### config.mk
export PLATFORM = sky130hd
export DESIGN_NAME = alu_seq
export DESIGN_NICKNAME = d
export VERILOG_FILES = /design/src/rtl/alu_seq.sv
export SDC_FILE = /design/constraint.sdc
export NUM_CORES = 1
export LEC_CHECK = 0
export CORE_ASPECT_RATIO = 1.2
export CORE_UTILIZATION = 42
export DETAILED_ROUTE_END_ITERATION = 7
export HOLD_SLACK_MARGIN = 0.1
export PLACE_DENSITY_LB_ADDON = 0.25
export SKIP_LAST_GASP = 1
export SLEW_MARGIN = 20
export SYNTH_ARGS = -nofsm -noshare
export SYNTH_HDL_FRONTEND = slang
export SYNTH_SLANG_ARGS = --single-unit
### constraint.sdc
create_clock -name clk -period 2.39 [get_ports clk]
set_clock_uncertainty 0.1 [all_clocks]
set_input_delay 0.239 -clock clk [delete_from_list [all_inputs] [get_ports clk]]
set_output_delay 0.239 -clock clk [all_outputs]
set_load 0.03 [all_outputs]
### src/rtl/alu_seq.sv
// alu_seq: command-side sequencer for the 8-bit combinational ALU.
//
// Takes requests on a valid/ready command port and runs them through the ALU
// in one pass (8-bit) or two passes (16-bit, low byte then high byte). The
// results come back on a valid/ready response port. For arithmetic ops the
// carry is chained from the low pass into the high pass. For logic and shift
// ops each byte is handled on its own.
//
// Optional build macro: ALU_SEQ_STATS_EN. When it is defined, op_count counts
// completed responses and saturates at 16'hFFFF. When it is not defined,
// op_count is tied to zero.
//
// Ports:
//   clk, rst_n              clock and synchronous active-low reset
//   cmd_valid/cmd_ready     request handshake
//   cmd_op/a/b/cin/wide     request fields (ALU select, operands, carry-in, width)
//   alu_a/b/s/cin           registered drives into the ALU
//   alu_d/cout/z            combinational results from the ALU
//   rsp_valid/rsp_ready     response handshake
//   rsp_data/cout/zero      response fields
//   op_count                completed-op counter
//
// state | meaning
// IDLE  | ready for a request; ALU drives held at zero
// LO    | low-byte pass on the ALU
// HI    | high-byte pass on the ALU (wide ops only)
// RESP  | response presented, waiting for rsp_ready
module alu_seq #(
  parameter logic [1:0] ARITH_SEL = 2'b00,
  parameter bit         ZERO_SRC  = 1'b0
) (
  input  logic        clk,
  input  logic        rst_n,
  input  logic        cmd_valid,
  output logic        cmd_ready,
  input  logic [3:0]  cmd_op,
  input  logic [15:0] cmd_a,
  input  logic [15:0] cmd_b,
  input  logic        cmd_cin,
  input  logic        cmd_wide,
  output logic [7:0]  alu_a,
  output logic [7:0]  alu_b,
  output logic [3:0]  alu_s,
  output logic        alu_cin,
  input  logic [7:0]  alu_d,
  input  logic        alu_cout,
  input  logic        alu_z,
  output logic        rsp_valid,
  input  logic        rsp_ready,
  output logic [15:0] rsp_data,
  output logic        rsp_cout,
  output logic        rsp_zero,
  output logic [15:0] op_count
);

  typedef enum logic [1:0] {ST_IDLE, ST_LO, ST_HI, ST_RESP} state_t;

  state_t      state_q, state_d;
  logic [7:0]  a_hi_q, a_hi_d;
  logic [7:0]  b_hi_q, b_hi_d;
  logic        cin_q, cin_d;
  logic        wide_q, wide_d;
  logic [7:0]  alu_a_q, alu_a_d;
  logic [7:0]  alu_b_q, alu_b_d;
  logic [3:0]  alu_s_q, alu_s_d;
  logic        alu_cin_q, alu_cin_d;
  logic [15:0] rsp_data_q, rsp_data_d;
  logic        rsp_cout_q, rsp_cout_d;
  logic        rsp_zero_q, rsp_zero_d;
  logic        pass_zero;

  always_comb begin
    state_d    = state_q;
    a_hi_d     = a_hi_q;
    b_hi_d     = b_hi_q;
    cin_d      = cin_q;
    wide_d     = wide_q;
    alu_a_d    = alu_a_q;
    alu_b_d    = alu_b_q;
    alu_s_d    = alu_s_q;
    alu_cin_d  = alu_cin_q;
    rsp_data_d = rsp_data_q;
    rsp_cout_d = rsp_cout_q;
    rsp_zero_d = rsp_zero_q;
    pass_zero  = ZERO_SRC ? alu_z : (alu_d == 8'h00);

    case (state_q)
      ST_IDLE: begin
        alu_a_d   = 8'h00;
        alu_b_d   = 8'h00;
        alu_s_d   = 4'h0;
        alu_cin_d = 1'b0;
        if (cmd_valid) begin
          state_d   = ST_LO;
          // The ALU drives are registered, so the low-pass operands are
          // loaded here and are already stable for the whole LO cycle.
          alu_a_d   = cmd_a[7:0];
          alu_b_d   = cmd_b[7:0];
          alu_s_d   = cmd_op;
          alu_cin_d = cmd_cin;
          a_hi_d    = cmd_a[15:8];
          b_hi_d    = cmd_b[15:8];
          cin_d     = cmd_cin;
          wide_d    = cmd_wide;
        end
      end
      ST_LO: begin
        rsp_data_d = {8'h00, alu_d};
        rsp_cout_d = alu_cout;
        rsp_zero_d = pass_zero;
        if (wide_q) begin
          state_d   = ST_HI;
          alu_a_d   = a_hi_q;
          alu_b_d   = b_hi_q;
          alu_cin_d = (alu_s_q[3:2] == ARITH_SEL) ? alu_cout : cin_q;
        end else begin
          state_d   = ST_RESP;
          alu_a_d   = 8'h00;
          alu_b_d   = 8'h00;
          alu_s_d   = 4'h0;
          alu_cin_d = 1'b0;
        end
      end
      ST_HI: begin
        rsp_data_d = {alu_d, rsp_data_q[7:0]};
        rsp_cout_d = alu_cout;
        rsp_zero_d = rsp_zero_q & pass_zero;
        state_d    = ST_RESP;
        alu_a_d    = 8'h00;
        alu_b_d    = 8'h00;
        alu_s_d    = 4'h0;
        alu_cin_d  = 1'b0;
      end
      ST_RESP: begin
        if (rsp_ready) state_d = ST_IDLE;
      end
      default: state_d = ST_IDLE;
    endcase
  end

  always_ff @(posedge clk) begin
    if (!rst_n) begin
      state_q    <= ST_IDLE;
      a_hi_q     <= 8'h00;
      b_hi_q     <= 8'h00;
      cin_q      <= 1'b0;
      wide_q     <= 1'b0;
      alu_a_q    <= 8'h00;
      alu_b_q    <= 8'h00;
      alu_s_q    <= 4'h0;
      alu_cin_q  <= 1'b0;
      rsp_data_q <= 16'h0000;
      rsp_cout_q <= 1'b0;
      rsp_zero_q <= 1'b0;
    end else begin
      state_q    <= state_d;
      a_hi_q     <= a_hi_d;
      b_hi_q     <= b_hi_d;
      cin_q      <= cin_d;
      wide_q     <= wide_d;
      alu_a_q    <= alu_a_d;
      alu_b_q    <= alu_b_d;
      alu_s_q    <= alu_s_d;
      alu_cin_q  <= alu_cin_d;
      rsp_data_q <= rsp_data_d;
      rsp_cout_q <= rsp_cout_d;
      rsp_zero_q <= rsp_zero_d;
    end
  end

  assign cmd_ready = (state_q == ST_IDLE);
  assign rsp_valid = (state_q == ST_RESP);
  assign alu_a     = alu_a_q;
  assign alu_b     = alu_b_q;
  assign alu_s     = alu_s_q;
  assign alu_cin   = alu_cin_q;
  assign rsp_data  = rsp_data_q;
  assign rsp_cout  = rsp_cout_q;
  assign rsp_zero  = rsp_zero_q;

`ifdef ALU_SEQ_STATS_EN
  logic [15:0] op_count_q, op_count_d;

  always_comb begin
    op_count_d = op_count_q;
    if (state_q == ST_RESP && rsp_ready && op_count_q != 16'hFFFF)
      op_count_d = op_count_q + 16'd1;
  end

  always_ff @(posedge clk) begin
    if (!rst_n) op_count_q <= 16'h0000;
    else        op_count_q <= op_count_d;
  end

  assign op_count = op_count_q;
`else
  assign op_count = 16'h0000;
`endif

endmodule

==> impl_metrics.toml <==
[floorplanning]
die_x_extent_um = 73.01
dieHeight_um = 87.21
std_cell_rows = 30
fp.dieArea_sq_um = 6367
initial_utilization_pct = 44.25
top_level_ports = 109
placeableCoreArea_sq_um = 5743

[status]
outcome = "complete, no violations"

[synth]
synthesis.instances = 299
yosysUniqueCellTypes = 29
syn_area_sq_um = 2541
syn_area_per_cell_sq_um = 8.499
yosysSeqAreaShare_pct = 46.48
postSynthRegisterBits = 59
yosys_warns = 0

[sta]
slew_headroom_pct = 54.61
setup_total_negative_slack_ns = 0
transition_time_at_the_pin_with_the_least_slew_margin_ns = 0.6808
post-route-min-period_ns = 2.100
achievable-frequency_mhz = 476.2
worst_hold_slack_ns = 0.3506
finalSetupViolCount = 0
rsz0062_at_grt = "false"
timing.final.crit_share_pct = 87.87
hold_violations = 0
max_slew_violation_count = 0

[cells_and_area]
diodes = 0
design.final.nets = 445
mostFrequentLayoutCell = "sky130_fd_sc_hd__clkdlybuf4s50_1"
layout_cells_sized_above_1_pct = 8.651
top_library_cells_by_usage_in_the_layout_fill_and_taps_aside = "sky130_fd_sc_hd__clkdlybuf4s50_1 (91), sky130_fd_sc_hd__dfxtp_1 (59), sky130_fd_sc_hd__a21oi_1 (44), sky130_fd_sc_hd__nand2_1 (42), sky130_fd_sc_hd__nor2_1 (34)"
fillerInstances = 530
areaGrowthSynthToFinish_pct = 44.61
utilization_pct = 63.99

[critical_path]
slowest_delay_ns = 0.71
worstPathBufferInverterCount = 2
crit_path_start_kind = "flip-flop"
worst_ep_required_time_ns = 2.05
worstRegToRegCells = 4
path_class = "reg2out"
path_cells = "inv_1 -> ha_1 -> clkdlybuf4s50_1"
critical_path.slowest_cell = "sky130_fd_sc_hd__clkdlybuf4s50_1"
cpLargestDelayFamily = "buffers and inverters"
critical_path_arrival_ns = 1.76
timing.critical_path.fanout_max = 6
worst-path-stages = 3
endpoint_kind = "output port"

[run]
maxCapViolations = 0

[clock_network]
worstSkewPairLatency_ns = 0.33
tritoncts_clock_tree = "yes"
cts_made_buffers = 9
postCtsSetupRepairBufs = 0
maximum_level_of_the_cts_h_tree = 3
cts_max_path_buffers = 2
post_cts.resized_instances = 0
cts_root_buf = "sky130_fd_sc_hd__clkbuf_8"
worst_setup_hold_path_clk_slew_ns = 0.07
clock_sink_count = 59
hold_buffers = 0

[route]
routedWlPerCell_um = 13.99
drtPass1Iterations = 4
drt_wl_total_um = 6619
drtIter0Drc = 132
postRouteAntennaNets = 0
routed_via_density = 4.989
post-route-drc-count = 0
num_vias = 2360

[power]
power.static_leakage_nw = 1.416
power.total_mw = 4.081
power.density_nw_per_um2 = 1110
vdd.ir_drop.worst_mv = 0.6091

[grt]
grt.total_usage_pct = 21.96
grt_antenna_before_repair = 0
pin_count_of_the_biggest_net_entering_global_routing = 28
grt_pass1_wl_um = 10650
grt_remaining_overflow = 0
first_global_vias = 2245

[min_path]
timing.hold.worst_path_depth = 3
hold_path_class = "in2reg"

[place]
placement.io_buffers = 91
hpwlAfterDp_um = 4556
gpl.final_weighted_congestion = 0.7974
==> Yosys cell counts (all sizes together) <==
master  count  area share (%)
dfxtp      59              46
a21oi      44             8.7
nand2      42             6.2
nor2       34             5.0
buf        25             7.3
nor2b      21             5.2
o21ai      20             3.9
a221oi     16             7.7
clkbuf     11             1.6
ha          5             2.5
inv         4            0.59
nand3       4            0.79
and2        2            0.49
nor4        2            0.49
a21o        1            0.34
and2b       1            0.34
and3        1            0.25
conb        1            0.15
mux2i       1            0.39
nor3b       1            0.30
o21a        1            0.30
o41ai       1            0.34
or3         1            0.25
or3b        1            0.34
==> routing by layer <==
layer	vias up	global-route usage, %	part of all wire, %
li1	1161	-	-
met1	1097	25.76	42
met2	94	36.28	48
met3	8	7.870	8.0
met4	0	8.556	1.3
met5	-	0	0
==> registers in the layout (all words and copies together), names as in the netlist <==
| register | flops |
|---|---|
| b_hi_q | 8 |
| cin_q | 1 |
| alu_a | 8 |
| alu_cin | 1 |
| a_hi_q | 8 |
| state_q | 2 |
| alu_b | 8 |
| wide_q | 1 |
| rsp_cout | 1 |
| rsp_zero | 1 |
| alu_s | 4 |
| rsp_data | 16 |
==> final cells by class <==
class	count	area (sq um)	area share [%]
clock inverter	4	73.82	2.009
clock buffer	12	145.1	3.950
multi-input combinational	215	1176	32.01
timing repair buffer	99	983.4	26.76
inverter	4	15.01	0.4086
tap	80	100.1	2.724
sequential	59	1181	32.14
==> path summary, 6_finish.rpt <==
path               from        end  slack [ns]
max          state_q[0]  cmd_ready        0.29
max reg2reg  state_q[1]   alu_a[7]        0.49
min reg2reg    alu_s[1]   alu_s[1]        0.36
min           cmd_b[11]  b_hi_q[3]        0.35
==> metrics by stage <==
step / worst slack, ns / instances / cell area (sq um)
after CTS: 0.2743 / 473 / 3675
final: 0.2900 / 473 / 3675
after global routing: 0.1966 / 473 / 3675
after detailed placement: 0.5071 / 457 / 3456
after floorplan: 0.6674 / 314 / 2597
after global placement: 0.5448 / 457 / 3456
==> worst register-to-register path, delay by kind of cell, from the launching register on <==
kind                       cells  cell delay [ns]
and+or+nand+nor                1             0.06
adders and majority gates      1             0.52
AOI/OAI and AO/OA              1             0.30
DFF                            1             0.42
buffers and inverters          1             0.39
==> power breakdown <==
group,internal (mW),switching [mW],leakage (nW)
Sequential,1.20,0.126,0.482
Clock,0.616,0.382,0.111
Combinational,0.720,1.03,0.823
==> cells by family (layout without fill, tap and decap cells) <==
family | after synthesis | count (layout) | share of synthesized area (%)
flops | 59 | 59 | 46.48
other cells | 1 | 16 | 0.1476
compound gates | 83 | 83 | 21.32
buf+inv | 40 | 119 | 9.552
mux | 1 | 1 | 0.3939
fa+ha+maj | 5 | 5 | 2.462
simple gates | 110 | 110 | 19.65
No activity file was read; power rests on OpenSTA's default activity.
